`src/rtl/adc_spi_pkg.sv`:
```
// adc_spi_pkg: shared modes, FSM states and frame constants for the ADC SPI sequencer
package adc_spi_pkg;
  localparam int AXIS_W = 32;
  localparam int REG_FRAME_BITS = 24;
  localparam logic [2:0] READ_MODE_PREFIX = 3'b101;
  localparam logic [23:0] EXIT_FRAME = {1'b0, 15'h0014, 8'h01};
  typedef enum logic [1:0] {MODE_CONV = 2'b00, MODE_REG_ONCE = 2'b01, MODE_REG = 2'b11} mode_e;
  typedef enum logic [1:0] {IDLE, SETUP, SHIFT, HOLD} state_e;
endpackage

```
`src/rtl/adc_spi_sequencer_if.sv`:
```
// adc_spi_sequencer_if: AXI-Stream bundle (tdata/tuser/tvalid/tready) with master and slave views
interface adc_spi_sequencer_if;
  import adc_spi_pkg::*;
  logic [AXIS_W-1:0] tdata;
  logic tuser, tvalid, tready;
  modport master (output tdata, tuser, tvalid, input tready);
  modport slave (input tdata, tuser, tvalid, output tready);
endinterface

```
`src/rtl/adc_sck_gen.sv`:
```
// adc_sck_gen: SCK divider; en_i runs it, sck_o idles low, rise_o/fall_o mark the aclk edge where sck_o toggles
module adc_sck_gen #(
  parameter int SCK_DIV = 2
) (
  input  logic aclk,
  input  logic areset,
  input  logic en_i,
  output logic sck_o,
  output logic rise_o,
  output logic fall_o
);
  localparam int CW = SCK_DIV > 1 ? $clog2(SCK_DIV) : 1;
  logic [CW-1:0] cnt_q;
  logic tc;
  assign tc = en_i && cnt_q == CW'(SCK_DIV - 1);
  assign rise_o = tc && !sck_o;
  assign fall_o = tc && sck_o;
  always_ff @(posedge aclk or posedge areset)
    if (areset) begin
      cnt_q <= '0;
      sck_o <= 1'b0;
    end else begin
      cnt_q <= (!en_i || tc) ? '0 : cnt_q + 1'b1;
      sck_o <= en_i && (sck_o ^ tc);
    end
endmodule

```
`src/rtl/adc_spi_sequencer.sv`:
```
// adc_spi_sequencer: SPI master for SAR ADCs; trigger->conversion frame, s_axis->24-bit register frame, results on m_axis, flags on status
module adc_spi_sequencer
  import adc_spi_pkg::*;
#(
  parameter int NUM_SDI    = 4,
  parameter int DATA_WIDTH = 32,
  parameter int SCK_DIV    = 2,
  parameter int CSN_SETUP  = 2,
  parameter int CSN_HOLD   = 2
) (
  input  logic               aclk,
  input  logic               areset,
  input  logic               trigger,
  input  logic               clear_flags,
  input  logic [NUM_SDI-1:0] spi_sdi,
  output logic               spi_sdo,
  output logic               spi_csn,
  output logic               spi_sck,
  output logic               spi_resetn,
  adc_spi_sequencer_if.slave  s_axis,
  adc_spi_sequencer_if.master m_axis,
  output logic [31:0]        status,
  output logic               ready
);
  localparam int CONV_BITS = DATA_WIDTH / NUM_SDI;
  state_e state_q;
  mode_e mode_q, mode_d;
  logic [23:0] frame_q, tx_q;
  logic [31:0] acc_q, tdata_q;
  logic [15:0] cnt_q;
  logic [5:0] bit_q;
  logic reg_pending_q, is_reg_q, csn_q, sdo_q, tvalid_q, tuser_q, overflow_q, trig_ovr_q;
  logic rise, fall, accept, start_conv, last_bit, hold_done, out_load, unused_s_axis;
  adc_sck_gen #(.SCK_DIV(SCK_DIV)) u_sck (
    .aclk(aclk), .areset(areset), .en_i(state_q == SHIFT),
    .sck_o(spi_sck), .rise_o(rise), .fall_o(fall)
  );
  assign ready = state_q == IDLE && !reg_pending_q;
  assign s_axis.tready = ready;
  assign accept = s_axis.tvalid && ready;
  assign start_conv = mode_q == MODE_CONV && trigger;
  assign last_bit = fall && bit_q == (is_reg_q ? 6'(REG_FRAME_BITS - 1) : 6'(CONV_BITS - 1));
  assign hold_done = state_q == HOLD && cnt_q == 16'(CSN_HOLD - 1);
  // Write frames (bit 23 clear) complete silently; only conversions and reads emit a beat.
  assign out_load = hold_done && (!is_reg_q || frame_q[23]);
  // A read-prefix frame always lands in sticky REG; otherwise one-shot mode or the exit frame drop back to CONV.
  assign mode_d = frame_q[23:21] == READ_MODE_PREFIX ? MODE_REG :
                  (mode_q == MODE_REG_ONCE || frame_q == EXIT_FRAME) ? MODE_CONV : mode_q;
  assign unused_s_axis = ^{s_axis.tdata[31:24], s_axis.tuser};
  assign spi_csn = csn_q;
  assign spi_sdo = sdo_q;
  assign spi_resetn = ~areset;
  assign m_axis.tdata = tdata_q;
  assign m_axis.tuser = tuser_q;
  assign m_axis.tvalid = tvalid_q;
  assign status = {frame_q, 1'b0, trig_ovr_q, overflow_q, tvalid_q, mode_q, reg_pending_q, state_q != IDLE};
  always_ff @(posedge aclk or posedge areset)
    if (areset) begin
      state_q <= IDLE;
      mode_q <= MODE_CONV;
      frame_q <= '0;
      tx_q <= '0;
      acc_q <= '0;
      tdata_q <= '0;
      cnt_q <= '0;
      bit_q <= '0;
      reg_pending_q <= 1'b0;
      is_reg_q <= 1'b0;
      csn_q <= 1'b1;
      sdo_q <= 1'b0;
      tvalid_q <= 1'b0;
      tuser_q <= 1'b0;
      overflow_q <= 1'b0;
      trig_ovr_q <= 1'b0;
    end else begin
      if (accept) begin
        frame_q <= s_axis.tdata[23:0];
        reg_pending_q <= 1'b1;
        if (mode_q != MODE_REG) mode_q <= MODE_REG_ONCE;
      end
      case (state_q)
        IDLE: if (start_conv || reg_pending_q) begin
          state_q <= SETUP;
          csn_q <= 1'b0;
          cnt_q <= '0;
          bit_q <= '0;
          acc_q <= '0;
          is_reg_q <= !start_conv;
          if (!start_conv) reg_pending_q <= 1'b0;
          sdo_q <= !start_conv && frame_q[23];
          tx_q <= start_conv ? '0 : {frame_q[22:0], 1'b0};
        end
        SETUP: begin
          cnt_q <= cnt_q + 1'b1;
          if (cnt_q == 16'(CSN_SETUP - 1)) begin
            state_q <= SHIFT;
            cnt_q <= '0;
          end
        end
        SHIFT: begin
          if (rise) acc_q <= is_reg_q ? {acc_q[30:0], spi_sdi[0]} : {acc_q[31-NUM_SDI:0], spi_sdi};
          if (fall) begin
            sdo_q <= tx_q[23];
            tx_q <= tx_q << 1;
            bit_q <= bit_q + 1'b1;
          end
          if (last_bit) state_q <= HOLD;
        end
        HOLD: begin
          cnt_q <= cnt_q + 1'b1;
          if (hold_done) begin
            csn_q <= 1'b1;
            state_q <= IDLE;
            if (is_reg_q) mode_q <= mode_d;
          end
        end
      endcase
      if (out_load) begin
        tdata_q <= is_reg_q ? {24'b0, acc_q[7:0]} : acc_q;
        tuser_q <= is_reg_q;
        tvalid_q <= 1'b1;
      end else if (m_axis.tready) tvalid_q <= 1'b0;
      overflow_q <= (out_load && tvalid_q && !m_axis.tready) || (overflow_q && !clear_flags);
      trig_ovr_q <= (trigger && state_q != IDLE && mode_q == MODE_CONV) || (trig_ovr_q && !clear_flags);
    end
endmodule

```
`src/flat_wrapper.sv`:
```
// flat-port wrapper written by rule: the top's interface ports become plain ports
module adc_spi_sequencer_flat import adc_spi_pkg::*;
#(
  parameter int NUM_SDI    = 4,
  parameter int DATA_WIDTH = 32,
  parameter int SCK_DIV    = 2,
  parameter int CSN_SETUP  = 2,
  parameter int CSN_HOLD   = 2
)
  (aclk, areset, trigger, clear_flags, spi_sdi, spi_sdo, spi_csn, spi_sck, spi_resetn, status, ready, s_axis_tdata, s_axis_tuser, s_axis_tvalid, s_axis_tready, m_axis_tdata, m_axis_tuser, m_axis_tvalid, m_axis_tready);
  adc_spi_sequencer_if s_axis_i ();
  adc_spi_sequencer_if m_axis_i ();
  input  logic aclk;
  input  logic areset;
  input  logic trigger;
  input  logic clear_flags;
  input  logic [NUM_SDI-1:0] spi_sdi;
  output logic spi_sdo;
  output logic spi_csn;
  output logic spi_sck;
  output logic spi_resetn;
  output logic [31:0] status;
  output logic ready;
  input wire logic [$bits(s_axis_i.tdata)-1:0] s_axis_tdata;
  input wire logic [$bits(s_axis_i.tuser)-1:0] s_axis_tuser;
  input wire logic [$bits(s_axis_i.tvalid)-1:0] s_axis_tvalid;
  output wire logic [$bits(s_axis_i.tready)-1:0] s_axis_tready;
  output wire logic [$bits(m_axis_i.tdata)-1:0] m_axis_tdata;
  output wire logic [$bits(m_axis_i.tuser)-1:0] m_axis_tuser;
  output wire logic [$bits(m_axis_i.tvalid)-1:0] m_axis_tvalid;
  input wire logic [$bits(m_axis_i.tready)-1:0] m_axis_tready;
  assign s_axis_i.tdata = s_axis_tdata;
  assign s_axis_i.tuser = s_axis_tuser;
  assign s_axis_i.tvalid = s_axis_tvalid;
  assign s_axis_tready = s_axis_i.tready;
  assign m_axis_tdata = m_axis_i.tdata;
  assign m_axis_tuser = m_axis_i.tuser;
  assign m_axis_tvalid = m_axis_i.tvalid;
  assign m_axis_i.tready = m_axis_tready;
  adc_spi_sequencer #(.NUM_SDI(NUM_SDI), .DATA_WIDTH(DATA_WIDTH), .SCK_DIV(SCK_DIV), .CSN_SETUP(CSN_SETUP), .CSN_HOLD(CSN_HOLD)) u_core (.aclk(aclk), .areset(areset), .trigger(trigger), .clear_flags(clear_flags), .spi_sdi(spi_sdi), .spi_sdo(spi_sdo), .spi_csn(spi_csn), .spi_sck(spi_sck), .spi_resetn(spi_resetn), .s_axis(s_axis_i), .m_axis(m_axis_i), .status(status), .ready(ready));
endmodule
```
`config.mk`:
```
export PLATFORM = sky130hd
export DESIGN_NAME = adc_spi_sequencer_flat
export DESIGN_NICKNAME = d
export VERILOG_FILES = /design/src/rtl/adc_spi_pkg.sv /design/src/rtl/adc_spi_sequencer_if.sv /design/src/rtl/adc_sck_gen.sv /design/src/rtl/adc_spi_sequencer.sv /design/src/flat_wrapper.sv
export SDC_FILE = /design/constraint.sdc
export NUM_CORES = 1
export LEC_CHECK = 0
export CAP_MARGIN = 20
export CORE_MARGIN = 1.5
export CORE_UTILIZATION = 44
export DETAILED_ROUTE_END_ITERATION = 7
export HOLD_SLACK_MARGIN = 0.06
export PLACE_DENSITY = 0.68
export SKIP_CTS_REPAIR_TIMING = 1
export SYNTH_ARGS = -nofsm -noshare
export SYNTH_HDL_FRONTEND = slang
export SYNTH_HIERARCHICAL = 1
export SYNTH_SLANG_ARGS = --single-unit
export TNS_END_PERCENT = 1
```
`constraint.sdc`:
```
create_clock -name aclk -period 7.3 [get_ports aclk]
set_clock_uncertainty 0.2 [all_clocks]
set_input_delay 1.46 -clock aclk [delete_from_list [all_inputs] [get_ports aclk]]
set_output_delay 1.46 -clock aclk [all_outputs]
set_load 0.005 [all_outputs]
```
==> run_results.csv <==
group,metric,value,unit
status,outcome,"finished, final reports clean",
global_routing,antenna_found_initial,0,
setup_path,required,5.64,ns
die,start_util,0.448,
placement,io_buffers,104,
global_routing,overflow,0,
finish,seqCellArea,3680,µm²
timing,rsz0062_at_grt,"false",
routing,route.vias.total,5246,
routing,viasPerCell,5.57,
global_routing,grt_max_degree,82,
synth,yosys.area.top_type,"dfrtp_1",
global_routing,grt_pass1_vias,5202,
finish,fin_cells,942,
power,leakage,4.05,nW
setup_path,reg2reg_slack,4.25,ns
worst_hold_path,hp-start,"u_core/m_axis.tdata[8]",
global_routing,grt_pass1_wl,25800,µm
synth,yosysWarnings,6,
clock_network,cts_buffer_depth,2,
clock_network,insertion_delay,0.42,ns
timing,setup_viol,0,
setup_path,r2r_end,"u_core/cnt_q[3]",
finish,final_common_cell,"dfrtp_1",
setup_path,rr_worst_depth,6,
setup_path,crit_path_end_kind,"output pin",
synth,synth-main-ff-cell,"dfrtp_1",
flow_run,drv_cap,0,
routing,drc_errors,0,
placement,globalplace.congestion,0.840,
timing,min_period,4.73,ns
placement,numPlacedInstances,907,
timing,period_share,0.648,
clock_network,clockRootBuffer,"clkbuf_16",
setup_path,worst_setup_path_start_kind,"primary input",
finish,most-common-layout-cells,"dfrtp_1 (145), nand2_1 (128), clkdlybuf4s50_1 (104)",
timing,hold_violations,0,
timing,relSlewSlack,0.330,
synth,synthDistinctLibCells,50,
finish,fin_nets,794,
synth,synth-edff-count,0,
placement,dpl.hpwl,10100,µm
timing,tightest_slew,1.00,ns
worst_hold_path,min_to,"u_core/m_axis.tdata[8]",
routing,avgRoutedWirePerCell,16.3,µm
power,powerDensity,202,nW/µm²
finish,antennaDiodeCount,0,
timing,fmax,211,MHz
worst_hold_path,hold_depth,2,
die,dieArea,16200,µm²
setup_path,crit-reg2reg-launch,"u_core/state_q[0]",
clock_network,numCtsBuffers,17,
synth,synth_area,6790,µm²
clock_network,cts.sinks,147,
finish,nFillCells,1227,
worst_hold_path,hp-class,"register to register",
timing,holdWs,0.264,ns
routing,ant_nets,0,
setup_path,crit_fanout,66,
clock_network,htree_levels,4,
die,rows,45,
finish,layout-drive-gt1-share,0.111,
synth,synthCells,655,
synth,synthTopCellsByArea,"dfrtp_1 (54%), nand2_1 (7.1%), mux2_2 (5.8%)",
finish,area_growth,26.1,%
global_routing,grt_use_total,0.198,
synth,synthArstFlopShare,1.00,
die,die_x,127,µm
routing,drt_iter0_drc,401,
clock_network,clk_pin_slew,0.06,ns
clock_network,cts_tree,"yes",
die,io_pins,115,
synth,yosysSeqAreaShare,0.542,
synth,ys_ff_latch,147,
power,ir_drop,0.158,mV
setup_path,crit_type,"primary input to output pin",
synth,synth_top_area_share,0.538,
finish,multiInputGateArea,2830,µm²
die,die_y,127,µm
timing,report.final.slew_viol_count,0,
routing,routed_wl,15400,µm
routing,dr.pass1.iters,5,
setup_path,critPathArrivalTime,3.07,ns
timing,tns,0,ns
synth,synth_nets,708,
synth,avgSynthCellArea,10.4,µm²
die,core_area,15100,µm²
## cells in the mapped netlist (4+ instances only)
master      n
a21oi_1    33
a22o_1      4
a22oi_1    24
buf_2      20
buf_4       6
clkbuf_1   15
dfrtp_1   146
ha_1       10
inv_1      18
mux2_2     35
mux2i_1    35
nand2_1   128
nand3_1    13
nand4_1    10
nor2_1     40
nor2b_1     5
nor4_1      7
nor4b_1     5
o21ai_0    15
o31ai_1    33
xor2_1      4
## per-stage QoR
step	power (mW)	setup slack (ns)	utilization	area, µm²
finish	1.73	2.57	0.565	8560
global route	1.79	2.44	0.565	8560
CTS	1.75	2.53	0.561	8490
detailed placement	0.866	2.53	0.521	7890
global placement	0.865	2.55	0.521	7890
floorplan	0.843	1.17	-	6790
## critical path: stages
cell	delay (ns)
clkdlybuf4s50_1	0.48
inv_6	0.46
clkdlybuf4s50_1	0.62
## worst max-delay path by stage
stage / depth (start not counted) / startpoint / slack, ns / endpoint
finish: 3 / areset / 2.57 / spi_resetn
global route: 3 / areset / 2.44 / spi_resetn
global placement: 3 / areset / 2.55 / spi_resetn
detailed placement: 3 / areset / 2.53 / spi_resetn
CTS: 3 / areset / 2.53 / spi_resetn
floorplan: 1 / areset / 1.17 / spi_resetn
## sequential cells by signal, indices dropped and copies added (netlist names), 2 cells and up
signal	count
u_core/mode_q	2
u_core/state_q	2
u_core/cnt_q	16
u_core/acc_q	32
u_core/frame_q	24
u_core/tx_q	23
u_core/bit_q	6
u_core/m_axis.tdata	32
## cells by family after synthesis
family	after synthesis	share of synthesized area
and+or+nand+nor	231	0.153
muxes	70	0.110
buffers and inverters	62	0.0424
other	1	0.000552
adders and majority gates	10	0.0184
xor gates and xnor gates	4	0.00516
AOI/OAI and AO/OA	130	0.129
DFF	147	0.542
## layout make-up
cell class / count / share of cell area
tap: 188 / 0.0275
timing repair buffer: 111 / 0.134
clock buffer: 19 / 0.0529
inverter: 18 / 0.00847
multi-input combinational: 446 / 0.330
clock inverter: 13 / 0.0177
sequential: 147 / 0.430
## where the power goes
group	internal (mW)	switching [mW]
registers	0.815	0.0000000000000000354
logic	0.0182	0.0189
clock network	0.525	0.349
total	1.36	0.368
## layer usage
layer	vias up	wire (µm)	track usage	part of all wire
li1	2478	-	-	-
met1	2592	6800	0.257	0.44
met2	152	7490	0.323	0.49
met3	24	833	0.0549	0.054
met4	0	247	0.0689	0.016
met5	-	0	0	0
Note: power is estimated with default switching activity, not from simulation.
==> patch 1, RTL diff (config.mk and constraints unchanged) <==
`SCK_DIV` is set to 2 in 3 places; all go to 1.
--- a/src/rtl/adc_sck_gen.sv
+++ b/src/rtl/adc_sck_gen.sv
@@ -1,6 +1,6 @@
 // adc_sck_gen: SCK divider; en_i runs it, sck_o idles low, rise_o/fall_o mark the aclk edge where sck_o toggles
 module adc_sck_gen #(
-  parameter int SCK_DIV = 2
+  parameter int SCK_DIV = 1
 ) (
   input  logic aclk,
   input  logic areset,
--- a/src/rtl/adc_spi_sequencer.sv
+++ b/src/rtl/adc_spi_sequencer.sv
@@ -4,7 +4,7 @@
 #(
   parameter int NUM_SDI    = 4,
   parameter int DATA_WIDTH = 32,
-  parameter int SCK_DIV    = 2,
+  parameter int SCK_DIV    = 1,
   parameter int CSN_SETUP  = 2,
   parameter int CSN_HOLD   = 2
 ) (
--- a/src/flat_wrapper.sv
+++ b/src/flat_wrapper.sv
@@ -3,7 +3,7 @@
 #(
   parameter int NUM_SDI    = 4,
   parameter int DATA_WIDTH = 32,
-  parameter int SCK_DIV    = 2,
+  parameter int SCK_DIV    = 1,
   parameter int CSN_SETUP  = 2,
   parameter int CSN_HOLD   = 2
 )
Check against the original RTL: not equivalent (Yosys sat finds a counterexample within 10 cycles, from zero or initial values and one cycle with areset high).
==> patch 1 against the unedited design <==
Count of clock-buffer cells in the layout increased by 3. Wire length is 1.9% lower. Design area down 0.18%. Setup slack worse by 0.099 ns. Synthesized area rose by 0.13%. Worst hold slack improved by 0.0015 ns. Sequential cell count did not move. Total power up 3.1%. Critical endpoint unchanged. Largest cell class unchanged.
==> patch 1: results (changes against the unedited design) <==
Finish
  • Final net count: 792 (was 794)
  • Buffers, non-clock: 109 (was 111)
  • Syn-to-layout area delta: 25.70% (was 26.08%)
  • Seq area share: 43.06% (was 42.98%)
  • Clk tree area frac: 7.435% (was 7.056%)
  • Cell Count, Final, Fillers Out: 939 (was 942)
  • CLK BUF: 22 (was 19)
  • Fraction of area in multi-input gates: 33.15% (was 32.99%)

Power
  • Maximum VDD drop: 164.4 uV (was 158.2 uV)
  • Leakage power: 4.044 nW (was 4.047 nW)

Logic synthesis
  • Unique cell type count in the Yosys netlist: 49 (was 50)
  • Synth Area in Adders: 1.840% (was 1.842%)
  • Synthesized area per cell: 10.38 um^2 (was 10.37 um^2)
  • Multiplexer area fraction after synthesis: 10.95% (was 10.96%)
  • Sequential fraction of the synthesis area: 54.10% (was 54.17%)
  • Top post-synthesis cells by area: dfrtp_1 (54%), nand2_1 (7.1%), mux2_2 (5.8%) (unchanged)

Route
  • Avg WL per Cell: 16.05 um (was 16.31 um)
  • DR pass1 iterations: 4 (was 5)
  • Initial drt markers: 467 (was 401)
  • Via/cell ratio: 5.499 (was 5.569)

GRT
  • Vias in the first global route: 5125 (was 5202)
  • Largest net degree at the start of global routing: 80 (was 82)
  • First-pass GRT wire length: 25840 um (was 25760 um)

Place
  • Placed Area: 0.007894 mm^2 (was 0.007885 mm^2)

Run status
  • Status: finished clean (unchanged)

Setup path
  • Reg2reg end: u_core/mode_q[1] (was u_core/cnt_q[3])
  • Crit path DAT: 3.17 ns (was 3.07 ns)
  • R2R depth: 7 (was 6)
==> patch 1: worst reg2reg max path, delay by kind of cell (launching register included) <==
kind / cells / cell delay (ns)
DFF: 1 / 0.40
and+or+nand+nor: 2 / 1.57
AOI/OAI and AO/OA: 2 / 0.52
muxes: 1 / 0.20
adders and majority gates: 1 / 0.33
buffers and inverters: 1 / 0.13
==> patch 1: routing by layer <==
metal	GRT usage, %	share of wire, %
met1	26.58	46
met4	6.551	1.2
met2	31.92	49
met5	0	0
met3	5.444	4.5
==> patch 1: worst max path at each step <==
stage                 end  slack, ns
2_1_floorplan  spi_resetn       1.17
3_3_place_gp   spi_resetn       2.44
3_5_place_dp   spi_resetn       2.42
4_1_cts        spi_resetn       2.42
5_1_grt        spi_resetn       2.30
6_report       spi_resetn       2.47
==> patch 1: where the power goes <==
group	internal [mW]	switching, mW
registers	0.815	0.000234
logic	0.0166	0.0189
clock network	0.605	0.324
total	1.44	0.343
==> patch 2, RTL diff (same flow settings) <==
Without the edit above. Reset style: synchronous (`areset`), changed in 2 clocked blocks.
--- a/src/rtl/adc_sck_gen.sv
+++ b/src/rtl/adc_sck_gen.sv
@@ -15,7 +15,7 @@
   assign tc = en_i && cnt_q == CW'(SCK_DIV - 1);
   assign rise_o = tc && !sck_o;
   assign fall_o = tc && sck_o;
-  always_ff @(posedge aclk or posedge areset)
+  always_ff @(posedge aclk)
     if (areset) begin
       cnt_q <= '0;
       sck_o <= 1'b0;
--- a/src/rtl/adc_spi_sequencer.sv
+++ b/src/rtl/adc_spi_sequencer.sv
@@ -54,7 +54,7 @@
   assign m_axis.tuser = tuser_q;
   assign m_axis.tvalid = tvalid_q;
   assign status = {frame_q, 1'b0, trig_ovr_q, overflow_q, tvalid_q, mode_q, reg_pending_q, state_q != IDLE};
-  always_ff @(posedge aclk or posedge areset)
+  always_ff @(posedge aclk)
     if (areset) begin
       state_q <= IDLE;
       mode_q <= MODE_CONV;
Function: differs if areset is asserted again (counterexample within 4 cycles, from zero or initial values and one cycle with areset high); with areset held inactive, the same outputs for 10 cycles.
==> patch 2 against the unedited design <==
Non-clock buffer count unchanged. Sequential cell count unchanged. Highest routed layer unchanged. Setup slack improved by 0.38 ns. Global-route usage increased by 1.7 points. Synthesized area decreased by 6.2%. Largest cell class is now multi-input gates. Wire length increased by 2.5%. Design area decreased by 6.1%.
Power is not compared: it rests on default switching activity, and its combinational part moved more than twofold at a synthesized area within 25%.
==> patch 2: results (changes against the unedited design) <==
Setup path
  • Reg2reg end: u_core/tx_q[12] (was u_core/cnt_q[3])
  • R2R depth: 11 (was 6)
  • CP max stage delay: 0.51 ns (was 0.62 ns)
  • Crit path DAT: 2.69 ns (was 3.07 ns)
  • FF-to-FF Start: u_core/state_q[0] (unchanged)
  • Setup slack, reg-to-reg: 4.07 ns (was 4.25 ns)
  • Crit-path max FO: 58 (was 66)

Route
  • Remaining DRCs: 0 (unchanged)
  • DR pass1 iterations: 5 (unchanged)
  • Avg WL per Cell: 15.34 um (was 16.31 um)
  • Met1 wire length: 7170 um (was 6797 um)
  • Initial drt markers: 419 (was 401)
  • Detail Route met3 WL: 689 um (was 833 um)
  • Met2 routed WL: 7746 um (was 7489 um)
  • Via/cell ratio: 5.485 (was 5.569)

Min path
  • Worst hold endpoint: u_core/u_sck/cnt_q (was u_core/m_axis.tdata[8])
  • Hold path depth: 1 (was 2)
  • Hold Crit Start: u_core/u_sck/cnt_q (was u_core/m_axis.tdata[8])

Place
  • Placed Area: 0.007443 mm^2 (was 0.007885 mm^2)
  • Pre-CTS WS: 2.642 ns (was 2.530 ns)
  • Gp weighted congestion: 0.7869 (was 0.8403)
  • IO Port Bufs: 104 (unchanged)
  • Hpwl dp: 9880 um (was 10140 um)

GRT
  • M1 GR Usage: 27.19% (was 25.71%)
  • Largest net degree at the start of global routing: 94 (was 82)
  • Global Route Usage Sum: 21.51% (was 19.85%)
  • Met2 Track Usage GR: 35.69% (was 32.26%)
  • Met3 GRT Util: 5.351% (was 5.486%)
  • First-pass GRT wire length: 25860 um (was 25760 um)
  • Vias in the first global route: 5385 (was 5202)

Finish
  • Non-clk invs: 9 (was 18)
  • CLK BUF: 23 (was 19)
  • Register area: 0.002943 mm^2 (was 0.003681 mm^2)
  • Comb_multi_in: 548 (was 446)
  • Fin util: 57.50% (was 56.55%)
  • Share of cells above drive strength 1: 9.917% (was 11.14%)
  • Cell Count, Final, Fillers Out: 1027 (was 942)
  • Final net count: 887 (was 794)
  • Fraction of area in multi-input gates: 39.18% (was 32.99%)
  • # fillers: 1218 (was 1227)
  • Non-clock buffer share: 13.56% (was 13.38%)

Logic synthesis
  • Top post-synthesis cells by area: dfxtp_1 (46%), nand2_1 (8.5%), mux2_2 (5.5%) (was dfrtp_1 (54%), nand2_1 (7.1%), mux2_2 (5.8%))
  • Most frequent cells after synthesis: dfxtp_1 (147), nand2_1 (145), nor2_1 (81), a21oi_1 (67), clkbuf_1 (47) (was dfrtp_1 (146), nand2_1 (128), nor2_1 (40), mux2_2 (35), mux2i_1 (35))
  • Post-Syn Nets: 818 (was 708)
  • Sequential fraction of the synthesis area: 46.21% (was 54.17%)
  • Async set-reset flop share out of synthesis: 0% (was 100.0%)
  • Synthesized area per cell: 8.325 um^2 (was 10.37 um^2)
  • Unique cell type count in the Yosys netlist: 48 (was 50)

Run status
  • Status: finished clean (unchanged)

Timing
  • Worst Tran Pin Value: 1.042 ns (was 1.005 ns)
  • Hold WS: 0.2261 ns (was 0.2641 ns)

Die
  • Tapcell count: 180 (was 188)

Power
  • Reg power frac: 36.6%
patch 2: cell types whose count changed after synthesis, moves of 17 or more:
cell	change
mux2i_1	-26
o211ai_1	+23
clkbuf_1	+32
nor2_1	+41
dfrtp_1	-146
o31ai_1	-33
nand3_1	+27
dfxtp_1	+147
a21oi_1	+34
nand2_1	+17
patch 2: cell families (layout without fill, tap and decap cells):
| group | Yosys count | in the layout | synth area share, % |
|---|---|---|---|
| simple gates | 316 | 316 | 22.30 |
| buf+inv | 70 | 152 | 4.558 |
| flops | 147 | 147 | 46.21 |
| xor+xnor | 20 | 20 | 2.751 |
| fa+ha+maj | 10 | 10 | 1.965 |
| other cells | 1 | 1 | 0.05888 |
| mux | 40 | 40 | 6.896 |
| compound gates | 161 | 161 | 15.27 |
